File: config.mk
export PLATFORM = sky130hd
export DESIGN_NAME = multicycle_control
export DESIGN_NICKNAME = d
export VERILOG_FILES = /design/src/rtl/cpu_ctrl_pkg.sv /design/src/rtl/multicycle_control_alu_decoder.sv /design/src/rtl/multicycle_control.sv
export SDC_FILE = /design/constraint.sdc
export NUM_CORES = 1
export LEC_CHECK = 0
export CORE_MARGIN = 2
export CORE_UTILIZATION = 40
export DETAILED_ROUTE_END_ITERATION = 6
export HOLD_SLACK_MARGIN = 0.15
export PLACE_DENSITY = 0.84
export SYNTH_ARGS = -nofsm -noshare
export SYNTH_HDL_FRONTEND = slang
export SYNTH_SLANG_ARGS = --single-unit
export TNS_END_PERCENT = 100
File: constraint.sdc
create_clock -name clk -period 3.5 [get_ports clk]
set_clock_uncertainty 0.1 [all_clocks]
set_input_delay 1.05 -clock clk [delete_from_list [all_inputs] [get_ports clk]]
set_output_delay 1.05 -clock clk [all_outputs]
set_load 0.03 [all_outputs]
File: src/rtl/cpu_ctrl_pkg.sv
// Shared definitions for the multicycle CPU controller.
// Holds the opcode and funct constants, the ALU operation codes, the controller
// state encoding, the mux select codes and the operation classes that the ALU
// decoder understands.
package cpu_ctrl_pkg;

   // Instruction opcodes, instr[31:26]
   localparam logic [5:0] OP_RTYPE = 6'b000000;
   localparam logic [5:0] OP_J     = 6'b000010;
   localparam logic [5:0] OP_BEQ   = 6'b000100;
   localparam logic [5:0] OP_BNE   = 6'b000101;
   localparam logic [5:0] OP_ADDI  = 6'b001000;
   localparam logic [5:0] OP_ORI   = 6'b001101;
   localparam logic [5:0] OP_LUI   = 6'b001111;
   localparam logic [5:0] OP_LW    = 6'b100011;
   localparam logic [5:0] OP_SW    = 6'b101011;

   // R-type function codes, instr[5:0]
   localparam logic [5:0] FN_ADD = 6'b100000;
   localparam logic [5:0] FN_SUB = 6'b100010;
   localparam logic [5:0] FN_AND = 6'b100100;
   localparam logic [5:0] FN_OR  = 6'b100101;
   localparam logic [5:0] FN_SLT = 6'b101010;

   typedef enum logic [2:0] {
      ALU_AND = 3'b000,
      ALU_OR  = 3'b001,
      ALU_ADD = 3'b010,
      ALU_LUI = 3'b011,
      ALU_SUB = 3'b110,
      ALU_SLT = 3'b111
   } alu_op_e;

   typedef enum logic [3:0] {
      ST_FETCH  = 4'd0,
      ST_DECODE = 4'd1,
      ST_MEMADR = 4'd2,
      ST_MEMRD  = 4'd3,
      ST_MEMWB  = 4'd4,
      ST_MEMWR  = 4'd5,
      ST_RTEX   = 4'd6,
      ST_ALUWB  = 4'd7,
      ST_BRANCH = 4'd8,
      ST_IMMEX  = 4'd9,
      ST_IMMWB  = 4'd10,
      ST_JUMP   = 4'd11
   } state_e;

   typedef enum logic [1:0] {
      SRCB_REG   = 2'b00,
      SRCB_FOUR  = 2'b01,
      SRCB_IMM   = 2'b10,
      SRCB_BROFF = 2'b11
   } alu_src_b_e;

   typedef enum logic [1:0] {
      PCSRC_ALU    = 2'b00,
      PCSRC_ALUOUT = 2'b01,
      PCSRC_JUMP   = 2'b10
   } pc_src_e;

   // What the ALU is being asked to do this cycle, as seen by the decoder
   typedef enum logic [1:0] {
      ACLS_ADD   = 2'b00,
      ACLS_SUB   = 2'b01,
      ACLS_RTYPE = 2'b10,
      ACLS_IMM   = 2'b11
   } alu_class_e;

   // Immediate forms that take a zero-extended operand
   function automatic logic imm_is_zext(input logic [5:0] op);
      return (op == OP_ORI) || (op == OP_LUI);
   endfunction

endpackage

File: src/rtl/multicycle_control_alu_decoder.sv
// ALU operation decoder for the multicycle controller.
// Maps the controller's operation class plus the instruction fields onto the
// 3-bit ALU op. For R-type execution it also flags function codes that the
// datapath does not implement.
//   alu_class      in  2  operation class selected by the controller state
//   opcode         in  6  instr[31:26]
//   funct          in  6  instr[5:0]
//   alu_op         out 3  ALU operation code
//   illegal_funct  out 1  funct not supported (meaningful for R-type only)
module alu_decoder
   import cpu_ctrl_pkg::*;
(
   input  alu_class_e  alu_class,
   input  logic [5:0]  opcode,
   input  logic [5:0]  funct,
   output logic [2:0]  alu_op,
   output logic        illegal_funct
);

   always_comb begin
      alu_op        = ALU_ADD;
      illegal_funct = 1'b0;
      case (alu_class)
         ACLS_ADD: alu_op = ALU_ADD;
         ACLS_SUB: alu_op = ALU_SUB;
         ACLS_RTYPE: begin
            case (funct)
               FN_ADD:  alu_op = ALU_ADD;
               FN_SUB:  alu_op = ALU_SUB;
               FN_AND:  alu_op = ALU_AND;
               FN_OR:   alu_op = ALU_OR;
               FN_SLT:  alu_op = ALU_SLT;
               default: illegal_funct = 1'b1;
            endcase
         end
         ACLS_IMM: begin
            case (opcode)
               OP_ORI:  alu_op = ALU_OR;
               OP_LUI:  alu_op = ALU_LUI;
               default: alu_op = ALU_ADD;
            endcase
         end
         default: alu_op = ALU_ADD;
      endcase
   end

endmodule

File: src/rtl/multicycle_control.sv
// Multicycle CPU main controller.
// Sequences fetch/decode/execute/memory/writeback for each instruction and
// drives every datapath enable, mux select and the ALU op.
//   clk         in   1  system clock
//   reset       in   1  synchronous, active-high
//   opcode      in   6  instr[31:26] from the instruction register
//   funct       in   6  instr[5:0] from the instruction register
//   zero        in   1  ALU zero flag, same cycle
//   pc_en       out  1  PC load enable
//   iord        out  1  memory address: 0=PC, 1=ALUOut
//   mem_write   out  1  data memory write strobe
//   ir_write    out  1  instruction register load
//   reg_dst     out  1  write register: 0=rt, 1=rd
//   mem_to_reg  out  1  write data: 0=ALUOut, 1=MDR
//   reg_write   out  1  register file write enable
//   alu_src_a   out  1  0=PC, 1=A
//   alu_src_b   out  2  00=B, 01=4, 10=ext imm, 11=sext imm<<2
//   imm_zext    out  1  1=zero-extend immediate
//   pc_src      out  2  00=ALU result, 01=ALUOut, 10=jump target
//   alu_op      out  3  ALU operation
//   illegal_op  out  1  one-cycle pulse on unknown opcode/funct
//   state_dbg   out  4  current state encoding
//
// state  | meaning
// FETCH  | read instr at PC, PC+4; held 1+MEM_WAIT cycles, IR/PC load on last
// DECODE | dispatch on opcode, precompute branch target
// MEMADR | compute A + sext(imm) for lw/sw
// MEMRD  | read data memory, held 1+MEM_WAIT cycles
// MEMWB  | write MDR to rt
// MEMWR  | write B to data memory
// RTEX   | R-type ALU operation, funct checked here
// ALUWB  | write ALUOut to rd
// BRANCH | compare A,B; load PC from ALUOut when taken
// IMMEX  | immediate ALU operation
// IMMWB  | write ALUOut to rt
// JUMP   | load jump target into PC
module multicycle_control
   import cpu_ctrl_pkg::*;
#(
   parameter int unsigned MEM_WAIT = 0   // 0..15
) (
   input  logic        clk,
   input  logic        reset,
   input  logic [5:0]  opcode,
   input  logic [5:0]  funct,
   input  logic        zero,
   output logic        pc_en,
   output logic        iord,
   output logic        mem_write,
   output logic        ir_write,
   output logic        reg_dst,
   output logic        mem_to_reg,
   output logic        reg_write,
   output logic        alu_src_a,
   output logic [1:0]  alu_src_b,
   output logic        imm_zext,
   output logic [1:0]  pc_src,
   output logic [2:0]  alu_op,
   output logic        illegal_op,
   output logic [3:0]  state_dbg
);

   localparam logic [3:0] WAIT_LAST = 4'(MEM_WAIT);

   state_e      state;
   logic [3:0]  wait_cnt;
   logic        illegal_q;
   logic        wait_done;

   alu_class_e  alu_class;
   logic        illegal_funct;

   logic        pc_en_raw;
   logic        mem_write_raw;
   logic        ir_write_raw;
   logic        reg_write_raw;

   assign wait_done = (wait_cnt == WAIT_LAST);

   always_comb begin
      case (state)
         ST_BRANCH: alu_class = ACLS_SUB;
         ST_RTEX:   alu_class = ACLS_RTYPE;
         ST_IMMEX:  alu_class = ACLS_IMM;
         default:   alu_class = ACLS_ADD;
      endcase
   end

   alu_decoder u_alu_decoder (
      .alu_class     (alu_class),
      .opcode        (opcode),
      .funct         (funct),
      .alu_op        (alu_op),
      .illegal_funct (illegal_funct)
   );

   // The wait counter only advances while stalling in FETCH or MEMRD and is
   // zero in every other state, so it is already clear on entry to either.
   always_ff @(posedge clk) begin
      if (reset) begin
         state     <= ST_FETCH;
         wait_cnt  <= 4'd0;
         illegal_q <= 1'b0;
      end else begin
         wait_cnt  <= 4'd0;
         illegal_q <= 1'b0;
         case (state)
            ST_FETCH: begin
               if (wait_done) state <= ST_DECODE;
               else           wait_cnt <= wait_cnt + 4'd1;
            end
            ST_DECODE: begin
               case (opcode)
                  OP_LW, OP_SW:             state <= ST_MEMADR;
                  OP_RTYPE:                 state <= ST_RTEX;
                  OP_BEQ, OP_BNE:           state <= ST_BRANCH;
                  OP_ADDI, OP_ORI, OP_LUI:  state <= ST_IMMEX;
                  OP_J:                     state <= ST_JUMP;
                  default: begin
                     state     <= ST_FETCH;
                     illegal_q <= 1'b1;
                  end
               endcase
            end
            ST_MEMADR: begin
               if (opcode == OP_LW) state <= ST_MEMRD;
               else                 state <= ST_MEMWR;
            end
            ST_MEMRD: begin
               if (wait_done) state <= ST_MEMWB;
               else           wait_cnt <= wait_cnt + 4'd1;
            end
            ST_RTEX: begin
               if (illegal_funct) begin
                  state     <= ST_FETCH;
                  illegal_q <= 1'b1;
               end else begin
                  state <= ST_ALUWB;
               end
            end
            ST_IMMEX: state <= ST_IMMWB;
            ST_MEMWB, ST_MEMWR, ST_ALUWB,
            ST_BRANCH, ST_IMMWB, ST_JUMP: state <= ST_FETCH;
            default: state <= ST_FETCH;
         endcase
      end
   end

   // Moore decode; pc_en in BRANCH follows the live zero flag.
   always_comb begin
      pc_en_raw     = 1'b0;
      iord          = 1'b0;
      mem_write_raw = 1'b0;
      ir_write_raw  = 1'b0;
      reg_dst       = 1'b0;
      mem_to_reg    = 1'b0;
      reg_write_raw = 1'b0;
      alu_src_a     = 1'b0;
      alu_src_b     = SRCB_REG;
      imm_zext      = 1'b0;
      pc_src        = PCSRC_ALU;
      case (state)
         ST_FETCH: begin
            alu_src_b    = SRCB_FOUR;
            ir_write_raw = wait_done;
            pc_en_raw    = wait_done;
         end
         ST_DECODE: alu_src_b = SRCB_BROFF;
         ST_MEMADR: begin
            alu_src_a = 1'b1;
            alu_src_b = SRCB_IMM;
         end
         ST_MEMRD: iord = 1'b1;
         ST_MEMWB: begin
            mem_to_reg    = 1'b1;
            reg_write_raw = 1'b1;
         end
         ST_MEMWR: begin
            iord          = 1'b1;
            mem_write_raw = 1'b1;
         end
         ST_RTEX: alu_src_a = 1'b1;
         ST_ALUWB: begin
            reg_dst       = 1'b1;
            reg_write_raw = 1'b1;
         end
         ST_BRANCH: begin
            alu_src_a = 1'b1;
            pc_src    = PCSRC_ALUOUT;
            pc_en_raw = (opcode == OP_BNE) ? ~zero : zero;
         end
         ST_IMMEX: begin
            alu_src_a = 1'b1;
            alu_src_b = SRCB_IMM;
            imm_zext  = imm_is_zext(opcode);
         end
         ST_IMMWB: reg_write_raw = 1'b1;
         ST_JUMP: begin
            pc_src    = PCSRC_JUMP;
            pc_en_raw = 1'b1;
         end
         default: ;
      endcase
   end

   // Strobes are forced low for the whole reset cycle, even before the
   // state register has returned to FETCH.
   assign pc_en      = pc_en_raw & ~reset;
   assign mem_write  = mem_write_raw & ~reset;
   assign ir_write   = ir_write_raw & ~reset;
   assign reg_write  = reg_write_raw & ~reset;
   assign illegal_op = illegal_q & ~reset;
   assign state_dbg  = state;

endmodule

== Yosys cells after proc, flatten, opt, wreduce, memory -nomap -nowiden ==
Index checks and enable logic that the tools add are counted.

* Output and inout bits: 21
* Word-level logic and storage cells: 85
* Flip-flop bits (word level): 9

* Reductions and logical operators: 17
* Add/sub/neg operators: 1
* Equal/unequal tests: 29
* Multiplexer cells: 27
* Bitwise operators: 8

{| class="wikitable"
|+ Operators with widths
! kind !! number
|-
| == test 6 bit (second input constant) || 7
|-
| one-hot mux 3 bit (4 select lines) || 2
|-
| one-hot mux 4 bit (6 select lines) || 1
|-
| one-hot mux 4 bit (5 select lines) || 1
|-
| == test 6 x 4 -> 1 bit (second input constant) || 3
|-
| == test 4 x 3 -> 1 bit (second input constant) || 4
|-
| == test 4 bit (second input constant) || 4
|-
| 2-to-1 mux 1 bit || 13
|-
| == test 6 x 3 -> 1 bit (second input constant) || 2
|-
| one-hot mux 2 bit (3 select lines) || 2
|-
| OR reduction 2 bit || 5
|-
| OR reduction 3 bit || 3
|-
| OR reduction 9 bit || 1
|-
| == test 4 x 2 -> 1 bit (second input constant) || 2
|-
| logical NOT 4 bit || 2
|-
| 2-to-1 mux 4 bit || 2
|-
| one-hot mux 2 bit (2 select lines) || 2
|-
| == test 6 x 2 -> 1 bit (second input constant) || 1
|-
| logical NOT 6 bit || 1
|-
| 2-to-1 mux 3 bit || 2
|-
| AND 1 bit || 5
|-
| OR reduction 5 bit || 1
|-
| adder 4 x 1 -> 4 bit (second input constant) || 1
|-
| == test 2 bit (second input constant) || 2
|-
| other kinds (10) || 13
|}

== Logic depth before layout (Yosys ltp) ==
Gate-level depths: netlist of run 1.

* Depth after elaboration: 6
* Mapped depth: 6
* Gate-level depth less buffers: 6

== Hierarchy ==
Synthesis of run 1 repeated with hierarchy kept, for this count alone.

* Cell total of the unflattened synthesis: 131
* Area, all modules: 937.1 um^2

{| class="wikitable"
|+ By module, submodules not included
! module !! times used !! sequential area each (um^2) !! area each (um^2) !! cells an instance
|-
| multicycle_control || 1 || 180.2 || 828.3 || 113
|-
| alu_decoder || 1 || 0.0 || 108.9 || 18
|}

== Least setup slack after synthesis of run 1 ==
No wires, ideal clock.

* Path type: input -> output
* Start: in funct[4]
* End: out alu_op[0]
* Cell stages on the path: 4
* Buffers on the path: 0
* Required time: 2350 ps
* Path slack: -4 ps
* Arrival time: 2354 ps
* Cell sequence: nand2b_4 or4b_4 o2bb2a_4 o21ai_1

* Cells in the longest elaborated chain, start to end: 3
* Elaborated cells between the ends (all ways): 6
* Those cells by class: eq/ne (4); mux (2)

{| class="wikitable"
|+ RTL lines
! element !! RTL line !! text
|-
| start, declared || multicycle_control.sv:45 || <nowiki>input logic [5:0] funct,</nowiki>
|-
| == test 6 bit || multicycle_control_alu_decoder.sv:27 || <nowiki>case (funct)</nowiki>
|-
| one-hot mux 3 bit (4 select lines) * || multicycle_control_alu_decoder.sv:27 ||
|-
| one-hot mux 3 bit (4 select lines) * || multicycle_control_alu_decoder.sv:23 || <nowiki>case (alu_class)</nowiki>
|-
| end, declared || multicycle_control.sv:58 || <nowiki>output logic [2:0] alu_op,</nowiki>
|}

Every way passes the cells marked *; elsewhere a longest branch is shown, timed or not.

== Final worst setup path of run 1 ==
* Start: in funct[2]
* End: out alu_op[0]

Same word-level chain as after synthesis.

==> results of run 1 <==
==> final timing paths <==
check	from	endpoint	slack, ns	depth (start not counted)
worst min register to register	wait_cnt[0]$_SDFF_PP0_	wait_cnt[0]$_SDFF_PP0_	0.38	1
worst max register to register	state_dbg[1]$_SDFFE_PP0P_	state_dbg[0]$_SDFFE_PP0P_	1.67	4
worst min-delay path	wait_cnt[0]$_SDFF_PP0_	wait_cnt[0]$_SDFF_PP0_	0.38	1
worst max-delay path	funct[2]	alu_op[0]	0.06	5
==> sequential cells by signal (all words and copies together) (netlist names) <==
signal / flops
illegal_q: 1
wait_cnt: 4
state_dbg: 4
==> layout make-up <==
class	instances	share of cell area (%)
inverter	6	1.60
multi-input combinational	102	48.1
clock inverter	1	0.355
sequential	9	12.8
timing repair buffer	52	33.1
tap	28	2.48
clock buffer	3	1.60
==> power by group through the flow <==
stage,clock network (mW),logic (mW),registers (mW)
2_1_floorplan,0,0.124,0.127
3_3_place_gp,0,0.201,0.126
3_5_place_dp,0,0.203,0.127
4_1_cts,0.0866,0.204,0.124
5_1_grt,0.0893,0.223,0.127
6_report,0.0823,0.207,0.125
==> what timing repair did <==
action / CTS / global route
buffers inserted: 1 / 1
setup endpoints to repair: 3 / 4
pin swaps: 5 / 4
resized for setup: 12 / 6
==> layout by cell type (no fill, tap or decap), types with 3 or more instances in the layout <==
cell type        instances
o21ai_0                  3
dlymetal6s2s_1           3
nor3_1                   8
a21oi_1                  8
xor2_1                   3
clkbuf_4                 3
inv_1                    5
nand2b_1                 4
buf_4                   24
nor2b_1                  3
nor2_1                  16
clkdlybuf4s50_1         18
dfxtp_1                  9
nand2_1                  9
nand3_1                  5
==> cells by family after synthesis <==
logic type / synth area share (%)
flip-flops: 19.9
buffers and inverters: 7.19
adder cells (fa/ha/maj): 2.77
AO/OA/AOI/OAI: 22.4
multiplexers: 1.24
XOR/XNOR: 4.84
AND/OR/NAND/NOR: 41.6
==> per-stage QoR <==
stage	setup slack [ns]	setup TNS [ns]	area, um2	instances	util (%)
3_3_place_gp	-0.245	-0.352	1350	195	62.4
3_5_place_dp	-0.268	-0.426	1350	195	62.4
6_report	0.0572	0	1410	201	65.1
4_1_cts	0.00357	0	1390	200	64.2
2_1_floorplan	0.111	0	908	125	-
5_1_grt	0.00129	0	1410	201	65.1
==> routing by layer <==
layer / wire length [um] / share of wire (%) / vias to the layer above
li1: - / - / 554
met1: 1190 / 45 / 512
met2: 1310 / 49 / 37
met3: 144 / 5.4 / 2
met4: 24 / 0.90 / 0
met5: 0 / 0 / -
==> worst reg2reg max path: cells and delay by family (launching register included) <==
kind | cells | cell delay (ns)
AND/OR/NAND/NOR | 2 | 0.71
AO/OA/AOI/OAI | 2 | 0.30
flip-flops | 1 | 0.69
==> summary.txt, run 1 <==
Pwr
  • Clk pwr share: 19.9%
  • Leakage power: 0.590 nW
  • Seq pwr share: 30.2%
  • Logic pwr share: 50.0%
  • VDD IR-drop max: 323 uV
  • Net Sw Power: 0.169 mW
  • Cell-internal power: 0.245 mW
  • Total power: 0.414 mW
  • Switching Fraction: 40.8%
  • Pwr dens: 293 nW/um2

Synthesis
  • Synth cell count leaders: 17 x nor2_1, 9 x dfxtp_1, 9 x nand2_1
  • Top-count cell post-synth: nor2_1
  • Main flop type after synthesis: dfxtp_1
  • Distinct cells, synth: 46
  • Post-synth EDFFs: 0
  • Register area share after synthesis: 19.9%
  • YS warnings: 0
  • Post-Syn Area: 905 um2
  • Syn nets: 142
  • Dominant cells by area after synthesis: dfxtp_1 20%, nor2_1 7.1%, a21oi_1 4.4%, nor3_1 4.4%, nand2_1 3.7%
  • Post-synth top area share: 19.9%
  • Mapped Cells: 125
  • Yosys top cell by area: dfxtp_1
  • Syn_area_per_cell: 7.24 um2
  • Synth async-reset ratio: 0%
  • Flops & latches, synth: 9

Critical path
  • Crit path cell chain: clkdlybuf4s15_1, or4b_4, o2bb2a_4, o21ai_2, buf_6
  • Buf/Inv on CP: 2
  • Crit start category: primary input
  • Crit path DAT: 2.29 ns
  • Crit-path max cell delay: 0.56 ns
  • Max FO, Critical Path: 3
  • CP endpoint kind: output port
  • Slowest cell on crit path: or4b_4
  • Setup CP Type: in2out
  • Data required, critical path: 2.35 ns
  • Delay-heaviest family, CP: simple AND/OR/NAND/NOR gates

Cells and area
  • # diodes: 0
  • Fill cell total of the finished layout: 196
  • Area taken by multi-input logic gates: 679 um2
  • Nets: 191
  • Share of cells above drive strength 1: 24.9%
  • Area growth syn-to-layout: 56.0%
  • Reg area: 180 um2

Timing
  • Slew @ Worst Pin: 0.580 ns
  • Fin crit share: 98.4%
  • Hold Violations, Final: 0
  • RSZ-0062 raised after global routing: no
  • Slew HR: 61.3%
  • Tmin final: 3.44 ns
  • Setup violations, final: 0
  • Hold slack: 0.375 ns
  • Fmax: 0.290 GHz
  • Final slew viol count: 0

Global route
  • Routing usage on met2: 37.8%
  • Vias in the first global route: 1087
  • Met3 usage: 5.17%
  • Largest net degree at the start of global routing: 18
  • Gr busiest metal: met2
  • Global Route met1 Usage: 29.0%
  • Grt ovf: 0
  • Initial antenna violation count: 0
  • Wire length of the first global-routing pass: 4610 um
  • Total Routing Usage GR: 22.4%

Clock network
  • Clk slew on worst S/H paths: 0.06 ns
  • Clock root buffer: clkbuf_4
  • Total CTS buffers: 3
  • Clk sinks: 9
  • CTS tree: built
  • CTS Hold Bufs: 0
  • Worst skew pair latency: 0.27 ns
  • Max Buffers Root-to-Sink: 2
  • Number of H-tree levels: 1

Floorplan
  • Initial Utilization: 41.7%
  • Row cnt: 17
  • I/O pin count: 36
  • Die H: 51.6 um
  • Die area: 2660 um2
  • Chip Width: 51.6 um
  • CORE AREA: 2170 um2

Run status
  • Status: finished, final reports clean

Route
  • Via count: 1105
  • Detailed Routing Iterations Pass 1: 4
  • DR DRC count: 0
  • Vias/cell: 5.50
  • Post-DRT Antenna Nets: 0
  • DR iter-0 viols: 22
  • Post-Route WL: 2670 um
  • Post-DR wirelength/cell: 13.3 um

Placement
  • GP Congestion: 0.796
  • Final HPWL DP: 2060 um
  • Port Buf Inserts: 35

Flow run
  • Max-Cap Viols: 0

Hold path
  • Hold crit path type: reg2reg
Note: power is estimated with default switching activity, not from simulation.
==> run 2, diff against run 1 <==
Settings changed: CORE_UTILIZATION 40 to 39, PLACE_DENSITY 0.84 to 0.85.
Clock period 3.5 ns to 3.1 ns, I/O delays scaled along.
==> run 2 against run 1 <==
The run now ends with negative setup slack left. Total power rose by 18%. Final cell count rose by 4.5%. Clock power rose by 17%. Routed wire length rose by 10%. Critical path depth rose by 1. First-iteration DRC count rose by 73%. Largest cell class unchanged. Highest routed layer unchanged.
==> summary.txt, run 2 (synthesis results as in run 1) <==
Critical path
  • FF-to-FF path depth: 5 (+1)
  • Cell mode on critical path: buf_6
  • CP endpoint kind: output port
  • FF-to-FF End: state_dbg[0]$_SDFFE_PP0P_
  • Worst Setup SP: funct[4]
  • Worst reg2reg startpoint: state_dbg[0]$_SDFFE_PP0P_
  • Setup CP Type: in2out
  • Slowest cell on crit path: or4b_4
  • Crit path DAT: 2.17 ns (-0.12 ns)
  • Worst setup path endpoint: alu_op[0]
  • Crit-path max cell delay: 0.52 ns (-0.04 ns)
  • Data required, critical path: 2.07 ns (-0.28 ns)
  • Max FO, Critical Path: 2 (-1)
  • Crit start category: primary input
  • Crit path cell chain: buf_6, nand2b_4, or4b_4, o2bb2a_4, o21ai_4, buf_6
  • R2R Setup Slk: 1.10 ns (-0.57 ns)

Timing
  • Hold Violations, Final: 0 (unchanged)
  • Final slew viol count: 0 (unchanged)
  • Slew HR: 58.1% (-3.2 points)
  • Final Worst Setup Slack: -0.104 ns (-0.161 ns)
  • Setup violations, final: 1 (+1)
  • Setup TNS: -0.104 ns (-0.104 ns)
  • RSZ-0062 raised after global routing: yes
  • Fmax: 0.312 GHz
  • Slew @ Worst Pin: 0.620 ns (+0.0405 ns)
  • Fin crit share: 103%
  • Tmin final: 3.20 ns

Clock network
  • Worst skew pair latency: 0.27 ns (about the same)
  • Clock root buffer: clkbuf_4
  • Clk slew on worst S/H paths: 0.06 ns (about the same)
  • Max Buffers Root-to-Sink: 2 (unchanged)
  • CTS Hold Bufs: 0 (unchanged)
  • CTS tree: built
  • Clk sinks: 9 (unchanged)
  • Total CTS buffers: 3 (unchanged)
  • Number of H-tree levels: 1 (unchanged)

Floorplan
  • Initial Utilization: 40.9% (-0.80 points)
  • Chip Width: 52.2 um (+1.2%)
  • Die H: 52.2 um (+1.2%)
  • CORE AREA: 2210 um2 (+2.0%)
  • I/O pin count: 36 (unchanged)
  • Row cnt: 17 (unchanged)
  • Die area: 2720 um2 (+2.4%)

Global route
  • Vias in the first global route: 1119 (+2.9%)
  • Largest net degree at the start of global routing: 18 (unchanged)
  • Gr busiest metal: met2
  • Grt ovf: 0 (unchanged)
  • Routing usage on met2: 40.9% (+3.1 points)
  • Wire length of the first global-routing pass: 4820 um (+4.5%)
  • Met3 usage: 4.89% (-0.29 points)
  • Global Route met1 Usage: 30.0% (+0.97 points)
  • Initial antenna violation count: 0 (unchanged)
  • Total Routing Usage GR: 23.7% (+1.4 points)

Route
  • DR iter-0 viols: 38 (+73%)
  • Post-DR wirelength/cell: 14.0 um (+5.5%)
  • DR DRC count: 0 (unchanged)
  • Post-DRT Antenna Nets: 0 (unchanged)
  • Via count: 1180 (+6.8%)
  • Detailed Routing Iterations Pass 1: 4 (unchanged)
  • Post-Route WL: 2940 um (+10%)
  • Vias/cell: 5.62 (+2.2%)

Placement
  • Port Buf Inserts: 35 (unchanged)
  • Final HPWL DP: 2170 um (+5.1%)
  • GP Congestion: 0.889 (+12%)
  • Placed Instance Area: 1380 um2 (+2.2%)

Cells and area
  • Area growth syn-to-layout: 65.1%
  • Final instance area: 1490 um2 (+5.9%)
  • # diodes: 0 (unchanged)
  • Nets: 200 (+4.7%)
  • Finished Core Util: 67.5% (+2.5 points)
  • Share of cells above drive strength 1: 31.9% (+7.0 points)
  • Commonest non-fill, non-tap cell in the layout: buf_4
  • Most frequent cells in the layout: 32 x buf_4, 15 x nor2_1, 14 x clkdlybuf4s50_1

Run status
  • Status: complete, but fails checks
  • Failing checks: negative setup slack

Pwr
  • Leakage power: 0.628 nW (+6.5%)
  • Total power: 0.487 mW (+18%)
  • Pwr dens: 326 nW/um2 (+11%)
  • VDD IR-drop max: 249 uV (-23%)

Hold path
  • Hold crit path type: reg2reg

Flow run
  • Max-Cap Viols: 0 (unchanged)
## run 2: cell count changes in the layout (fill, tap and decap cells not counted), sizes merged
cell and change:
clkinv -1, buf +9, clkbuf +2, dlygate4sd2 +6, clkdlybuf4s50 -4, clkdlybuf4s15 -1
dlymetal6s2s -2
## run 2: report_power, final
part | internal [mW] | switching (mW)
Sequential | 0.124 | 0.0161
Combinational | 0.111 | 0.140
Clock | 0.0499 | 0.0466
## run 2: metal layers
metal | vias to the layer above | wire [um]
li1 | 578 | -
met1 | 552 | 1250
met2 | 42 | 1480
met3 | 8 | 172
met4 | 0 | 38
met5 | - | 0
## run 2: per-stage QoR
stage	std cells	setup WS (ns)	hold WS, ns
after floorplan	125	0.00633	0.330
after global placement	199	-0.418	0.341
after detailed placement	199	-0.484	0.353
after CTS	209	-0.108	0.367
after global routing	210	-0.124	0.417
final	210	-0.104	0.362
## run 2: layout make-up
cell class,instances,area (um2)
fill,183,718
multi-input combinational,102,709
timing repair buffer,61,518
sequential,9,183
tap,28,35.0
clock buffer,4,26.3
inverter,6,22.5
## run 2: worst max-delay path: cells and delay by family
family	cells	cell delay, ns
simple gates	2	0.64
compound gates	2	0.36
buf+inv	2	0.24
## run 2: timing repair
| action | 4_1_cts | 5_1_grt |
|---|---|---|
| endpoints found under the hold margin | 0 | 0 |
| gates resized for setup | 24 | 8 |
| buffers inserted | 6 | 1 |
| endpoints found under the setup margin | 5 | 9 |
| pin swaps | 12 | 5 |
| cloned | 0 | 0 |
## run 2: how the worst min path moves through the flow
| stage | start | end | slack (ns) | cells past startpoint |
|---|---|---|---|---|
| final | wait_cnt[0]$_SDFF_PP0_ | wait_cnt[0]$_SDFF_PP0_ | 0.36 | 1 |
| after global routing | wait_cnt[0]$_SDFF_PP0_ | wait_cnt[0]$_SDFF_PP0_ | 0.42 | 1 |
| after CTS | wait_cnt[0]$_SDFF_PP0_ | wait_cnt[0]$_SDFF_PP0_ | 0.37 | 1 |
| after detailed placement | wait_cnt[0]$_SDFF_PP0_ | wait_cnt[0]$_SDFF_PP0_ | 0.35 | 1 |
| after global placement | wait_cnt[0]$_SDFF_PP0_ | wait_cnt[0]$_SDFF_PP0_ | 0.34 | 1 |
| after floorplan | wait_cnt[0]$_SDFF_PP0_ | wait_cnt[0]$_SDFF_PP0_ | 0.33 | 1 |
==> run 3, diff against run 2 <==
==> constraint.sdc (replaced) <==
create_clock -name clk -period 3.1 [get_ports clk]
set_clock_uncertainty 0.1 [all_clocks]
set_input_delay 0.31 -clock clk [delete_from_list [all_inputs] [get_ports clk]]
set_output_delay 0.31 -clock clk [all_outputs]
set_load 0.03 [all_outputs]
==> run 3 against run 2 <==
The flow now finishes without violations. Via count fell by 8.9%. Sequential share of layout area grew 1.7 points. Global-route usage is 3.9 points lower. Routed wire length is 15% lower. Setup slack better by 0.33 ns. Final area fell by 13%. Combinational power decreased by 12%. Worst hold slack improved by 0.013 ns. Total power is 6.4% lower. Register-to-register slack gained 0.15 ns. Fmax rose by 11%. First-iteration DRC count shrank 26%. Critical endpoint is now pc_en.
==> summary.txt, run 3 (synthesis results as in run 1) <==
Critical path
  • Crit-path max cell delay: 0.72 ns (+0.20 ns)
  • R2R Setup Slk: 1.25 ns (+0.15 ns)
  • Max FO, Critical Path: 4 (+2)
  • CP endpoint kind: output port
  • Crit path cell chain: inv_1, ha_1, or3b_1, nor4_1, a21oi_1, o32ai_1, clkdlybuf4s50_1
  • Cell count along the critical path: 7 (+1)
  • Worst setup path endpoint: pc_en
  • Crit path DAT: 2.47 ns (+0.30 ns)
  • Setup CP Type: reg2out
  • FF-to-FF End: state_dbg[0]$_SDFFE_PP0P_
  • Delay-heaviest family, CP: buffers and inverters
  • Buf/Inv on CP: 2 (unchanged)
  • Slowest cell on crit path: clkdlybuf4s50_1
  • Crit start category: register
  • Worst Setup SP: wait_cnt[0]$_SDFF_PP0_
  • Worst reg2reg startpoint: state_dbg[1]$_SDFFE_PP0P_
  • Data required, critical path: 2.69 ns (+0.62 ns)
  • FF-to-FF path depth: 4 (-1)

Placement
  • Post-Place Cells: 183 (-8.0%)
  • Port Buf Inserts: 35 (unchanged)
  • GP Congestion: 0.887 (-0.25%)
  • Final HPWL DP: 1870 um (-14%)

Route
  • DR DRC count: 0 (unchanged)
  • WL met1: 1090 um (-13%)
  • DR iter-0 viols: 28 (-26%)
  • Post-DR wirelength/cell: 13.3 um (-4.7%)
  • Vias/cell: 5.75 (+2.3%)
  • Detailed Routing Iterations Pass 1: 4 (unchanged)
  • Via count: 1075 (-8.9%)
  • Post-Route WL: 2490 um (-15%)
  • WL met2: 1230 um (-17%)
  • Top sig layer: met4
  • Detail Route met3 WL: 169 um (-1.7%)
  • Post-DRT Antenna Nets: 0 (unchanged)

Floorplan
  • Die area: 2720 um2 (unchanged)
  • Row cnt: 17 (unchanged)
  • Die H: 52.2 um (unchanged)
  • Initial Utilization: 40.9% (unchanged)
  • Chip Width: 52.2 um (unchanged)
  • I/O pin count: 36 (unchanged)
  • CORE AREA: 2210 um2 (unchanged)

Pwr
  • Switching Fraction: 40.4% (-1.1 points)
  • Logic pwr share: 48.4% (-3.1 points)
  • Cell-internal power: 0.272 mW (-4.7%)
  • Seq pwr share: 31.0% (+2.3 points)
  • VDD IR-drop max: 390 uV (+57%)
  • Clk pwr share: 20.5% (+0.7 points)
  • Pwr dens: 352 nW/um2 (+7.8%)
  • Total power: 0.456 mW (-6.4%)
  • Net Sw Power: 0.184 mW (-8.9%)
  • Leakage power: 0.463 nW (-26%)

Clock network
  • Setup bufs post-CTS: 0 (-6)
  • Clk sinks: 9 (unchanged)
  • Resized Gates After CTS: 0 (-100%)
  • CTS tree: built
  • CTS Hold Bufs: 0 (unchanged)
  • Number of H-tree levels: 1 (unchanged)
  • Max Buffers Root-to-Sink: 2 (unchanged)
  • Clk slew on worst S/H paths: 0.06 ns (about the same)
  • Total CTS buffers: 3 (unchanged)
  • Worst skew pair latency: 0.26 ns (about the same)
  • Clock root buffer: clkbuf_4

Cells and area
  • Area growth syn-to-layout: 43.3%
  • Share of cells above drive strength 1: 8.18% (-24 points)
  • Most frequent cells in the layout: 35 x clkdlybuf4s50_1, 17 x nor2_1, 9 x nand2_1, 9 x dfxtp_1
  • Fill cell total of the finished layout: 208 (+14%)
  • Non-Filler Instances: 187 (-11%)
  • Nets: 177 (-12%)
  • # diodes: 0 (unchanged)
  • Commonest non-fill, non-tap cell in the layout: clkdlybuf4s50_1

Global route
  • Grt ovf: 0 (unchanged)
  • Total Routing Usage GR: 19.8% (-3.9 points)
  • Vias in the first global route: 928 (-17%)
  • Initial antenna violation count: 0 (unchanged)
  • Largest net degree at the start of global routing: 18 (unchanged)
  • Wire length of the first global-routing pass: 4090 um (-15%)

Timing
  • Setup TNS: 0 ns (+0.104 ns)
  • Slew @ Worst Pin: 0.574 ns (-0.0457 ns)
  • Setup violations, final: 0 (-1)
  • Tmin final: 2.88 ns (-0.326 ns)
  • Final slew viol count: 0 (unchanged)
  • RSZ-0062 raised after global routing: no
  • Hold Violations, Final: 0 (unchanged)
  • Fin crit share: 92.9% (-11 points)
  • Slew HR: 61.6% (+3.6 points)
  • Fmax: 0.347 GHz (+11%)

Flow run
  • Max-Cap Viols: 0 (unchanged)

Hold path
  • Hold crit path type: reg2reg

Run status
  • Status: finished, final reports clean
run 3: changes by cell type in the layout (fill, tap and decap cells not counted), moves of 4 or more:
cell | before | now
buf_4 | 32 | 3
clkdlybuf4s50_1 | 14 | 35
dlygate4sd2_1 | 8 | 0
buf_6 | 4 | 0
run 3: metal layers:
metal / vias up / global-route usage (%)
met1: 506 / 26.3
met5: - / 0
met3: 2 / 5.46
li1: 528 / -
met4: 0 / 4.70
met2: 39 / 31.9
run 3: worst min path at each step:
| stage | start | end | slack [ns] | depth (start not counted) |
|---|---|---|---|---|
| floorplan | wait_cnt[0]$_SDFF_PP0_ | wait_cnt[0]$_SDFF_PP0_ | 0.33 | 1 |
| global placement | wait_cnt[0]$_SDFF_PP0_ | wait_cnt[0]$_SDFF_PP0_ | 0.34 | 1 |
| detailed placement | wait_cnt[0]$_SDFF_PP0_ | wait_cnt[0]$_SDFF_PP0_ | 0.37 | 1 |
| CTS | wait_cnt[0]$_SDFF_PP0_ | wait_cnt[0]$_SDFF_PP0_ | 0.39 | 1 |
| global route | wait_cnt[0]$_SDFF_PP0_ | wait_cnt[0]$_SDFF_PP0_ | 0.41 | 1 |
| finish | wait_cnt[0]$_SDFF_PP0_ | wait_cnt[0]$_SDFF_PP0_ | 0.37 | 1 |
run 3: through the flow:
| step | area (um2) | worst slack (ns) | hold WS (ns) | utilization (%) |
|---|---|---|---|---|
| after floorplan | 905 | 0.451 | 0.330 | - |
| after global placement | 1270 | 0.284 | 0.342 | 57.4 |
| after detailed placement | 1270 | 0.259 | 0.374 | 57.4 |
| after CTS | 1300 | 0.217 | 0.389 | 58.6 |
| after global routing | 1300 | 0.0487 | 0.415 | 58.6 |
| final | 1300 | 0.222 | 0.375 | 58.6 |
run 3: power by group through the flow:
stage | logic, mW | clock network [mW] | registers [mW]
floorplan | 0.140 | 0 | 0.144
global placement | 0.216 | 0 | 0.143
detailed placement | 0.218 | 0 | 0.143
CTS | 0.219 | 0.0951 | 0.141
global route | 0.237 | 0.104 | 0.143
finish | 0.221 | 0.0935 | 0.142
run 3: layout make-up:
cell class / instances / area [um2] / area share [%]
Tap cell: 28 / 35.0 / 2.70
Multi-Input combinational cell: 102 / 659 / 50.9
Inverter: 6 / 22.5 / 1.74
Sequential cell: 9 / 180 / 13.9
Clock buffer: 4 / 26.3 / 2.03
Timing Repair Buffer: 38 / 373 / 28.8
